===== src/rtl/menu_pkg.sv =====
// Shared definitions for the menu controller: key codes, FSM states and menu rows.
package menu_pkg;

    localparam logic [7:0] KEY_NONE  = 8'h00;
    localparam logic [7:0] KEY_UP    = 8'h52;
    localparam logic [7:0] KEY_DOWN  = 8'h51;
    localparam logic [7:0] KEY_LEFT  = 8'h50;
    localparam logic [7:0] KEY_RIGHT = 8'h4F;
    localparam logic [7:0] KEY_ENTER = 8'h28;
    localparam logic [7:0] KEY_ESC   = 8'h29;

    localparam logic ROW_PLAYERS = 1'b0;
    localparam logic ROW_START   = 1'b1;

    localparam logic [3:0] LEVEL_BLACK = 4'd0;
    localparam logic [3:0] LEVEL_FULL  = 4'd15;

    typedef enum logic [2:0] {
        MENU          = 3'd0,
        FADE_OUT      = 3'd1,
        FADE_IN       = 3'd2,
        GAME          = 3'd3,
        FADE_OUT_MENU = 3'd4,
        FADE_IN_MENU  = 3'd5
    } menu_state_t;

    // True for the four states in which the fade sequencer is stepping.
    function automatic logic is_fade_state(input menu_state_t s);
        return (s == FADE_OUT) || (s == FADE_IN) ||
               (s == FADE_OUT_MENU) || (s == FADE_IN_MENU);
    endfunction

    // True for the states that brighten the screen.
    function automatic logic is_fade_in_state(input menu_state_t s);
        return (s == FADE_IN) || (s == FADE_IN_MENU);
    endfunction

endpackage


===== src/rtl/menu_controller_fade.sv =====
// Frame-timed brightness stepper: holds each level for FADE_FRAMES frame_start
// pulses and reports done when a step would pass the end of the range.
module fade_sequencer
    import menu_pkg::*;
#(
    parameter int FADE_FRAMES = 2
) (
    input  logic       vga_clk,
    input  logic       reset_n,
    input  logic       i_start,
    input  logic       i_active,
    input  logic       i_direction,
    input  logic       i_frame_start,
    output logic [3:0] o_level,
    output logic       o_done
);

    localparam int              CW        = $clog2(FADE_FRAMES + 1);
    localparam logic [CW-1:0]   LAST_STEP = CW'(FADE_FRAMES - 1);

    logic [CW-1:0] r_count;
    logic [3:0]    r_level;
    logic          w_step;
    logic          w_at_end;

    // A step happens on the last held frame; the end of range depends on direction.
    always_comb begin
        w_step   = i_active && i_frame_start && (r_count == LAST_STEP);
        w_at_end = i_direction ? (r_level == LEVEL_FULL) : (r_level == LEVEL_BLACK);
        o_done   = w_step && w_at_end;
    end

    // Frame counter and brightness level; level is held (not wrapped) at the end of range.
    always_ff @(posedge vga_clk) begin
        if (!reset_n) begin
            r_count <= '0;
            r_level <= LEVEL_FULL;
        end else if (i_start) begin
            r_count <= '0;
        end else if (i_active && i_frame_start) begin
            if (r_count == LAST_STEP) begin
                r_count <= '0;
                if (!w_at_end) begin
                    r_level <= i_direction ? (r_level + 4'd1) : (r_level - 4'd1);
                end
            end else begin
                r_count <= r_count + {{(CW-1){1'b0}}, 1'b1};
            end
        end
    end

    assign o_level = r_level;

endmodule


===== src/rtl/menu_controller.sv =====
// Menu screen sequencer: keyboard edge detection, cursor/player-count config,
// and the fade transitions between the menu image and the game map.
module menu_controller
    import menu_pkg::*;
#(
    parameter int NUM_ITEMS   = 2,
    parameter int MIN_PLAYERS = 2,
    parameter int MAX_PLAYERS = 6,
    parameter int FADE_FRAMES = 2
) (
    input  logic       vga_clk,
    input  logic       reset_n,
    input  logic [7:0] keycode,
    input  logic       frame_start,
    output logic       cursor_row,
    output logic [2:0] num_players,
    output logic [3:0] fade_level,
    output logic       show_game,
    output logic       start_game,
    output logic       busy
);

    localparam logic [2:0] MIN_P    = 3'(MIN_PLAYERS);
    localparam logic [2:0] MAX_P    = 3'(MAX_PLAYERS);
    localparam logic       LAST_ROW = 1'(NUM_ITEMS - 1);

    menu_state_t r_state, w_state_next;
    logic        r_cursor_row, w_cursor_next;
    logic [2:0]  r_players, w_players_next;
    logic        r_show_game, w_show_next;
    logic        r_start_game, w_start_next;
    logic        r_busy, w_busy_next;
    logic [7:0]  r_prev_key;
    logic        w_press;
    logic        w_fade_start;
    logic        w_fade_done;
    logic [3:0]  w_fade_level;

    assign w_press = (keycode != KEY_NONE) && (r_prev_key == KEY_NONE);

    fade_sequencer #(
        .FADE_FRAMES (FADE_FRAMES)
    ) u_fade (
        .vga_clk       (vga_clk),
        .reset_n       (reset_n),
        .i_start       (w_fade_start),
        .i_active      (is_fade_state(r_state)),
        .i_direction   (is_fade_in_state(r_state)),
        .i_frame_start (frame_start),
        .o_level       (w_fade_level),
        .o_done        (w_fade_done)
    );

    // Next-state and next-output decode; keys only act in MENU/GAME, frames only in fades.
    always_comb begin
        w_state_next   = r_state;
        w_cursor_next  = r_cursor_row;
        w_players_next = r_players;
        w_show_next    = r_show_game;
        w_start_next   = 1'b0;
        w_busy_next    = r_busy;
        w_fade_start   = 1'b0;
        case (r_state)
            MENU: begin
                if (w_press) begin
                    case (keycode)
                        KEY_UP:    w_cursor_next = (r_cursor_row == ROW_PLAYERS) ? r_cursor_row
                                                                                 : r_cursor_row - 1'b1;
                        KEY_DOWN:  w_cursor_next = (r_cursor_row == LAST_ROW) ? r_cursor_row
                                                                              : r_cursor_row + 1'b1;
                        KEY_LEFT:  w_players_next = ((r_cursor_row == ROW_PLAYERS) && (r_players > MIN_P))
                                                    ? r_players - 3'd1 : r_players;
                        KEY_RIGHT: w_players_next = ((r_cursor_row == ROW_PLAYERS) && (r_players < MAX_P))
                                                    ? r_players + 3'd1 : r_players;
                        KEY_ENTER: begin
                            if (r_cursor_row == ROW_START) begin
                                w_state_next = FADE_OUT;
                                w_busy_next  = 1'b1;
                                w_fade_start = 1'b1;
                            end else begin
                                w_state_next = r_state;
                            end
                        end
                        default: w_state_next = r_state;
                    endcase
                end else begin
                    w_state_next = r_state;
                end
            end
            FADE_OUT: begin
                if (w_fade_done) begin
                    w_state_next = FADE_IN;
                    w_show_next  = 1'b1;
                    w_start_next = 1'b1;
                end else begin
                    w_state_next = r_state;
                end
            end
            FADE_IN: begin
                if (w_fade_done) begin
                    w_state_next = GAME;
                    w_busy_next  = 1'b0;
                end else begin
                    w_state_next = r_state;
                end
            end
            GAME: begin
                if (w_press && (keycode == KEY_ESC)) begin
                    w_state_next = FADE_OUT_MENU;
                    w_busy_next  = 1'b1;
                    w_fade_start = 1'b1;
                end else begin
                    w_state_next = r_state;
                end
            end
            FADE_OUT_MENU: begin
                if (w_fade_done) begin
                    w_state_next = FADE_IN_MENU;
                    w_show_next  = 1'b0;
                end else begin
                    w_state_next = r_state;
                end
            end
            FADE_IN_MENU: begin
                if (w_fade_done) begin
                    w_state_next = MENU;
                    w_busy_next  = 1'b0;
                end else begin
                    w_state_next = r_state;
                end
            end
            default: begin
                w_state_next = MENU;
                w_busy_next  = 1'b0;
            end
        endcase
    end

    // State, configuration and output registers plus the key-edge history.
    always_ff @(posedge vga_clk) begin
        if (!reset_n) begin
            r_state      <= MENU;
            r_cursor_row <= ROW_PLAYERS;
            r_players    <= MIN_P;
            r_show_game  <= 1'b0;
            r_start_game <= 1'b0;
            r_busy       <= 1'b0;
            r_prev_key   <= KEY_NONE;
        end else begin
            r_state      <= w_state_next;
            r_cursor_row <= w_cursor_next;
            r_players    <= w_players_next;
            r_show_game  <= w_show_next;
            r_start_game <= w_start_next;
            r_busy       <= w_busy_next;
            r_prev_key   <= keycode;
        end
    end

    assign cursor_row  = r_cursor_row;
    assign num_players = r_players;
    assign fade_level  = w_fade_level;
    assign show_game   = r_show_game;
    assign start_game  = r_start_game;
    assign busy        = r_busy;

endmodule

===== config.mk =====
export PLATFORM = sky130hd
export DESIGN_NAME = menu_controller
export DESIGN_NICKNAME = d
export VERILOG_FILES = /design/src/rtl/menu_pkg.sv /design/src/rtl/menu_controller_fade.sv /design/src/rtl/menu_controller.sv
export SDC_FILE = /design/constraint.sdc
export NUM_CORES = 1
export LEC_CHECK = 0
export CAP_MARGIN = 20
export CORE_ASPECT_RATIO = 0.75
export CORE_MARGIN = 4
export CORE_UTILIZATION = 52
export DETAILED_ROUTE_END_ITERATION = 10
export PLACE_DENSITY = 0.78
export REMOVE_ABC_BUFFERS = 1
export SKIP_CTS_REPAIR_TIMING = 1
export SYNTH_ARGS = -nofsm -noshare
export SYNTH_HDL_FRONTEND = slang
export SYNTH_SLANG_ARGS = --single-unit

===== constraint.sdc =====
create_clock -name vga_clk -period 2.56 [get_ports vga_clk]
set_input_delay 0.768 -clock vga_clk [delete_from_list [all_inputs] [get_ports vga_clk]]
set_output_delay 0.768 -clock vga_clk [all_outputs]
set_load 0.05 [all_outputs]

**After elaboration in Yosys (flattened, before gate mapping)**

Index checks and enable logic that the tools add are counted.

- $add $sub $neg: 7
- Multiply operators: 0
- Div/mod/pow operators: 0
- Magnitude comparators: 2
- Equal/unequal tests: 24
- Shift operators: 0
- Muxes and demuxes: 32
- Bitwise operators: 5
- Reductions and logical operators: 28

Operator list:

| kind | number |
|---|---|
| 8-bit by 7-bit == test with 1-bit output (second input constant) | 4 |
| 3-bit 2-to-1 mux | 10 |
| 3-bit one-hot mux with 6 select lines | 1 |
| 8-bit by 6-bit == test with 1-bit output (second input constant) | 2 |
| 1-bit 2-to-1 mux | 14 |
| 2-bit by 1-bit != test with 1-bit output (second input constant) | 6 |
| 2-bit != test (second input constant) | 5 |
| 8-bit logical NOT | 1 |
| 8-bit AND reduction | 1 |
| 8-bit nonzero test | 1 |
| 1-bit logical AND | 7 |
| 3-bit by 2-bit == test with 1-bit output (second input constant) | 2 |
| 3-bit == test (second input constant) | 2 |
| 1-bit one-hot mux with 2 select lines | 3 |
| 3-bit one-hot mux with 2 select lines | 1 |
| 3-bit AND reduction | 2 |
| 6-bit AND reduction | 1 |
| 2-bit nonzero test | 3 |
| 2-bit OR reduction | 3 |
| 1-bit inverter | 5 |
| 5-bit AND reduction | 1 |
| 4-bit by 1-bit adder with 4-bit output (second input constant) | 1 |
| 4-bit == test (second input constant) | 1 |
| 4-bit logical NOT | 1 |
| other kinds (17) | 20 |

- Register bits: 24
- Bits in latches: 0
- RAM bits: 0
- Memory bits (read-only): 0
- Bits of input ports: 11
- Output and inout bits: 11
- Word-level logic and storage cells: 107
- Memories: 0

**Logic depth before layout (Yosys ltp)**

Gate-level depths: netlist of the first run.

- Depth in word-level cells: 9
- Mapped depth: 10
- Depth with buffers taken out: 9

**Modules after synthesis**

Synthesis of the first run repeated with hierarchy kept, for this count alone.

- Cells, all modules: 160
- Area, all modules: 1402.6 µm²

By module, submodules not included:

| module | instances | cells each | area each (µm²) | sequential area each (µm²) |
|---|---|---|---|---|
| menu_controller | 1 | 120 | 1026.0 | 360.3 |
| fade_sequencer | 1 | 40 | 376.6 | 120.1 |

**Least setup slack after synthesis of the first run**

No wires, ideal clock.

- Path type: input-to-reg
- From: in keycode[4]
- To: reg r_players[2] (netlist: num_players[2])
- Library setup time: 0.115 ns
- Arrival time: 2.226 ns
- Required time: 2.445 ns
- Setup slack: 0.219 ns
- Cell stages on the path: 7
- Path buffers: 0
- Path through: nor3b_1 -> nand3_1 -> fa_1 -> xnor2_1 -> nor4_1 -> xor2_1 -> and2_1

- Cells in the longest elaborated chain, start to end: 3
- Elaborated cells between the ends (all ways): 9
- Those cells by class: 4 x eq/ne; 1 x mux; 4 x reduce/logical

Ends and longest elaborated chain:

| element | RTL line | source |
|---|---|---|
| start, declared | menu_controller.sv:13 | `input logic [7:0] keycode,` |
| 8-bit by 7-bit == test with 1-bit output or 8-bit nonzero test (tied branches) | menu_controller.sv:66, menu_controller.sv:39 |  |
| 2-bit != test (no line), or another cell as far along | n/a |  |
| 5-bit AND reduction (no line) | n/a |  |
| end signal, assigned | menu_controller.sv:152 | `r_players <= w_players_next;` |
| end, declared | menu_controller.sv:29 | `logic [2:0] r_players, w_players_next;` |

Several ways; a longest one is shown, not always the timed one.
A chain may end at the register's enable or synchronous reset.

**Worst setup path after layout of the first run**

- From: in keycode[2]
- To: reg r_players[0] (netlist: num_players[0])

The elaborated chain is that of the path after synthesis.

==> results of run 1 <==
kinds of logic after synthesis:
family	Yosys count	synth area share, %
and+or+nand+nor	65	29.8
AOI/OAI and AO/OA	39	20.3
DFF	24	36.1
buffers and inverters	13	4.32
xor gates and xnor gates	6	3.94
adders and majority gates	4	4.88
muxes	1	0.751
layer usage:
layer	up-vias	share of wire (%)
li1	631	-
met1	598	48
met2	30	45
met3	2	6.6
met4	0	0.38
met5	-	0
synthesized netlist by cell type, drive strengths merged, types with 4 or more instances:
cell type  instances  share of area (%)
dfxtp             24                 36
and2              11                5.2
nand2             10                2.8
o21ai              9                3.4
nor2               8                2.3
inv                7                2.0
nor4               7                3.3
a21oi              5                1.9
clkbuf             4                1.1
nor3b              4                2.3
xnor2              4                2.6
registers in the layout (all words and copies together), names as in the netlist:
name and count:
busy 1, cursor_row 1, num_players 3, r_prev_key 8, r_state 3, show_game 1
start_game 1, u_fade.o_level 4, u_fade.r_count 2
stage by stage:
| stage | hold slack, ps | worst slack, ps |
|---|---|---|
| 6_report | 441 | 102 |
| 5_1_grt | 452 | 6.13 |
| 4_1_cts | 442 | 48.4 |
| 3_5_place_dp | 417 | -298 |
| 3_3_place_gp | 411 | -230 |
| 2_1_floorplan | 403 | 213 |
cells in the final DEF (no fill, tap or decap), types with 3 or more instances in the layout:
| cell type | n |
|---|---|
| xnor2_1 | 4 |
| a21o_1 | 3 |
| inv_1 | 7 |
| nor4_1 | 5 |
| clkdlybuf4s50_1 | 21 |
| o21ai_0 | 8 |
| nand4_1 | 3 |
| a21oi_1 | 5 |
| dfxtp_1 | 24 |
| nor3b_1 | 3 |
| buf_4 | 16 |
| nand2_1 | 10 |
| nand2b_1 | 3 |
| or3_4 | 3 |
| nor2_1 | 8 |
| clkbuf_4 | 3 |
| and2_1 | 11 |
| a31oi_1 | 3 |
power groups by stage:
stage	clock network, mW	registers (mW)	logic, mW
finish	0.274	0.407	0.205
global route	0.301	0.411	0.222
CTS	0.284	0.408	0.199
detailed placement	0	0.416	0.197
global placement	0	0.415	0.193
floorplan	0	0.453	0.0802
worst reg2reg max path, delay by kind of cell (launching register included):
kind / cells / cell delay, ps
adder cells (fa/ha/maj): 1 / 290
AND/OR/NAND/NOR: 2 / 520
AO/OA/AOI/OAI: 4 / 620
XOR/XNOR: 1 / 160
buffers and inverters: 1 / 120
flip-flops: 1 / 440
area by class of cell:
type / instances / area, um^2
clock buffer: 3 / 22.5
inverter: 7 / 26.3
tap: 34 / 42.5
multi-input combinational: 115 / 818
fill: 206 / 614
timing repair buffer: 37 / 330
clock inverter: 1 / 30.0
sequential: 24 / 480
path summary, 6_finish.rpt:
check / start / endpoint / cells past startpoint
worst max-delay path: keycode[2] / num_players[0]$_SDFFE_PN0P_ / 7
worst min-delay path: u_fade.r_count[1]$_SDFFE_PP0P_ / u_fade.r_count[1]$_SDFFE_PP0P_ / 2
worst max register to register: r_state[1]$_SDFFE_PN0P_ / u_fade.o_level[3]$_SDFFE_PN1P_ / 9
worst min register to register: u_fade.r_count[1]$_SDFFE_PP0P_ / u_fade.r_count[1]$_SDFFE_PP0P_ / 2
==> flow_metrics.tcl, run 1 <==
set metrics [dict create \
    status "completed" \
    rsz0062_at_grt "no" \
    utilization_pct 74.0 \
    slew_headroom_pct 66.3 \
    slew_violations 0 \
    syn_inst 152 \
    synthFlopType "dfxtp_1" \
    ys_seq_elements 24 \
    port_buffers 21 \
    gr-max-usage-layer "met2" \
    critical_path_class "in2reg" \
    gr-usage-met3_pct 6.26 \
    cts_buffer_depth 2 \
    htreeDepth 1 \
    cp.required_ps 2790 \
    crit_path_max_incr_delay_ps 460 \
    use_met1_pct 28.6 \
    achievable-frequency_mhz 407 \
    seq_area_frac_synth_pct 36.1 \
    internal-power_uw 644 \
    drc 0 \
    routedWlPerCell_um 14.4 \
    clk_latency_ps 320 \
    path_delay_family "simple AND/OR/NAND/NOR gates" \
    setup_tns_ps 0 \
    finalCriticalPeriod_ps 2460 \
    setup_viol 0 \
    crit_path_max_fanout 4 \
    syn_to_final_growth_pct 31.4 \
    fin_crit_sh_pct 96.0 \
    placeableCoreArea_um2 2360 \
    clockRootBuffer "clkbuf_4" \
    rrSetupSlack_ps 300 \
    start_util_pct 56.3 \
    cts_buffers 3 \
    power_frac_seq_pct 45.9 \
    antennaDiodeCount 0 \
    cp-start-kind "primary input" \
    cts_tree "yes" \
    stdcell_area_um2 1750 \
    synth_area_um2 1330 \
    routed_wl_um 3180 \
    dieWidth_um 66.5 \
    overflow 0 \
    hold_viol_final 0 \
    worstPathCellList "clkdlybuf4s50_1 > nor4_1 > nand3_1 > o22a_1 > or3_4 > xnor2_1 > and2_1" \
    drtIter0Drc 70 \
    cp_slowest_cell "clkdlybuf4s50_1" \
    cts.sinks 24 \
    vias 1261 \
    vdd_drop_max_uv 388 \
    worstMarginPinSlew_ps 504 \
    p_switching_uw 243 \
    antenna_found_initial 0 \
    combPwrFrac_pct 23.1 \
    end_kind "flop" \
    report.power.total_uw 887 \
    gp_congestion 0.879 \
    clkPwrFrac_pct 30.9 \
    grt_max_degree 18 \
    rows 15 \
    cp.arrival_ps 2690 \
    placed_cell_area_um2 1670 \
    fin_skew_ps 7.56 \
    fp.dieH_um 51.8 \
    met2_usage_pct 29.5 \
    layout.nets 203 \
    ys.warnings.count 0 \
    path_clk_slew_ps 120 \
    stdcell_count 221 \
    grt_pass1_wl_um 5280 \
    synth_edf_count 0 \
    grt_pass1_vias 1112 \
    swShare_pct 27.4 \
    maxCapViolations 0 \
    io_pins 22 \
    critPathBufInv 1 \
    hpwl_um 2330 \
    powerDensity_nw_per_um2 507 \
    ant_nets 0 \
    first_pass_iters 4 \
    grt_usage_pct 19.8 \
    drive_above_1_share_pct 16.0 \
    avgSynthCellArea_um2 8.77 \
    leakagePower_nw 0.704 \
    dp.cells 217 \
    synth.distinct_cells 49 \
    vias_per_cell 5.71 \
    hold_class "reg2reg" \
    ys_async_sr_fraction_pct 0 \
    dieArea_um2 3440 \
]
No activity file was read; power rests on OpenSTA's default activity.
==> run 2: changes to the inputs <==
RECOVER_POWER = 50   (was unset)
==> run 2 against run 1 <==
Die area is the same. Clock power about the same. Count of clock-buffer cells in the layout unchanged. Critical endpoint unchanged. Largest power group unchanged.
==> flow_metrics.tcl, run 2 (same netlist as run 1, synthesis figures left out) <==
set metrics [dict create \
    clk_latency_ps 320 \
    layout.nets 203 \
    cts_buffers 3 \
    grt_max_degree 18 \
    port_buffers 21 \
    antennaDiodeCount 0 \
    clockRootBuffer "clkbuf_4" \
    cp.required_ps 2790 \
    drtIter0Drc 81 \
    status "completed" \
    htreeDepth 1 \
    achievable-frequency_mhz 408 \
    fin_skew_ps 6.34 \
    route.met2.wl_um 1410 \
    cts_tree "yes" \
    powerDensity_nw_per_um2 509 \
    grt_usage_pct 19.8 \
    vdd_drop_max_uv 387 \
    rows 15 \
    syn_to_final_growth_pct 30.7 \
    gp_congestion 0.879 \
    crit_path_max_fanout 4 \
    setup_ws_ps 107 \
    path_clk_slew_ps 130 \
    slew_headroom_pct 65.6 \
    grt_pass1_vias 1112 \
    slew_violations 0 \
    largest_reg_flops 8 \
    dieArea_um2 3440 \
    worstMarginPinSlew_ps 515 \
    io_pins 22 \
    multiInputGateArea_um2 813 \
    final_common_cell "dfxtp_1" \
    placeableCoreArea_um2 2360 \
    rsz0062_at_grt "no" \
    layout_common_cells "dfxtp_1, clkdlybuf4s50_1, buf_4" \
    dp.cells 217 \
    vias 1279 \
    wl_met3_um 241 \
    fill_cells 209 \
    rrSetupSlack_ps 290 \
    hold_viol_final 0 \
    met1Wirelength_um 1520 \
    cts_buffer_depth 2 \
    fp.dieH_um 51.8 \
    top_register "r_prev_key" \
    grt_pass1_wl_um 5280 \
    routedWlPerCell_um 14.5 \
    cp-start-kind "primary input" \
    first_pass_iters 5 \
    ant_nets 0 \
    critical_path_class "in2reg" \
    cts.sinks 24 \
    maxCapViolations 0 \
    utilization_pct 73.7 \
    hpwl_um 2330 \
    stdcell_count 221 \
    drc 0 \
    dr.max_layer_used "met4" \
    antenna_found_initial 0 \
    overflow 0 \
    vias_per_cell 5.79 \
    dieWidth_um 66.5 \
    start_util_pct 56.3 \
    hold_class "reg2reg" \
    finalCriticalPeriod_ps 2450 \
    drive_above_1_share_pct 15.0 \
    end_kind "flop" \
    setup_viol 0 \
    ff_latch_area_um2 480 \
    leakagePower_nw 0.706 \
    routed_wl_um 3200 \
    fin_crit_sh_pct 95.8 \
    pre_cts_slack_ps -298 \
    cp.arrival_ps 2680 \
]
## run 2: changes by cell type in the layout (fill, tap and decap cells not counted)
cell             change
dlygate4sd3_1        +4
clkdlybuf4s50_1      -4
buf_4                -2
a211oi_2             -1
a211oi_1             +1
clkbuf_4             +1
clkbuf_1             +1
## run 2: final timing paths
path,end,from,cells after the start
setup / recovery,num_players[0]$_SDFFE_PN0P_,keycode[2],7
hold / removal,u_fade.r_count[1]$_SDFFE_PP0P_,u_fade.r_count[1]$_SDFFE_PP0P_,2
hold reg to reg,u_fade.r_count[1]$_SDFFE_PP0P_,u_fade.r_count[1]$_SDFFE_PP0P_,2
setup reg to reg,u_fade.o_level[3]$_SDFFE_PN1P_,r_state[1]$_SDFFE_PN0P_,9
## run 2: layer usage
layer	vias up	GRT usage [%]
met4	0	2.36
met2	39	29.5
met5	-	0
met1	607	28.6
li1	629	-
met3	4	6.26
## run 2: through the flow
stage               TNS [ps]  total power, mW  hold WS (ps)  instance area, um^2
finish                     0            0.887           441                 1740
detailed placement     -1700            0.613           417                 1670
global route               0            0.933           452                 1740
floorplan                  0            0.533           403                 1300
CTS                        0            0.890           442                 1730
global placement       -1510            0.608           411                 1670
## run 2: area by class of cell
| class | instances | area share [%] |
|---|---|---|
| tap | 34 | 2.44 |
| timing repair buffer | 37 | 18.7 |
| clock inverter | 1 | 1.72 |
| sequential | 24 | 27.6 |
| multi-input combinational | 115 | 46.7 |
| inverter | 7 | 1.51 |
| clock buffer | 3 | 1.29 |
## run 2: where the power goes
part | internal [mW] | total [mW] | leakage, nW | switching [mW]
clock | 0.158 | 0.275 | 0.0279 | 0.116
sequential | 0.395 | 0.408 | 0.196 | 0.0129
combinational | 0.0899 | 0.205 | 0.482 | 0.115
## run 2: worst max-delay path, stage by stage
cell,delay [ps]
clkdlybuf4s50_1,460
nor4_1,350
nand3_1,170
o22a_1,250
or3_4,390
xnor2_1,140
and2_1,150
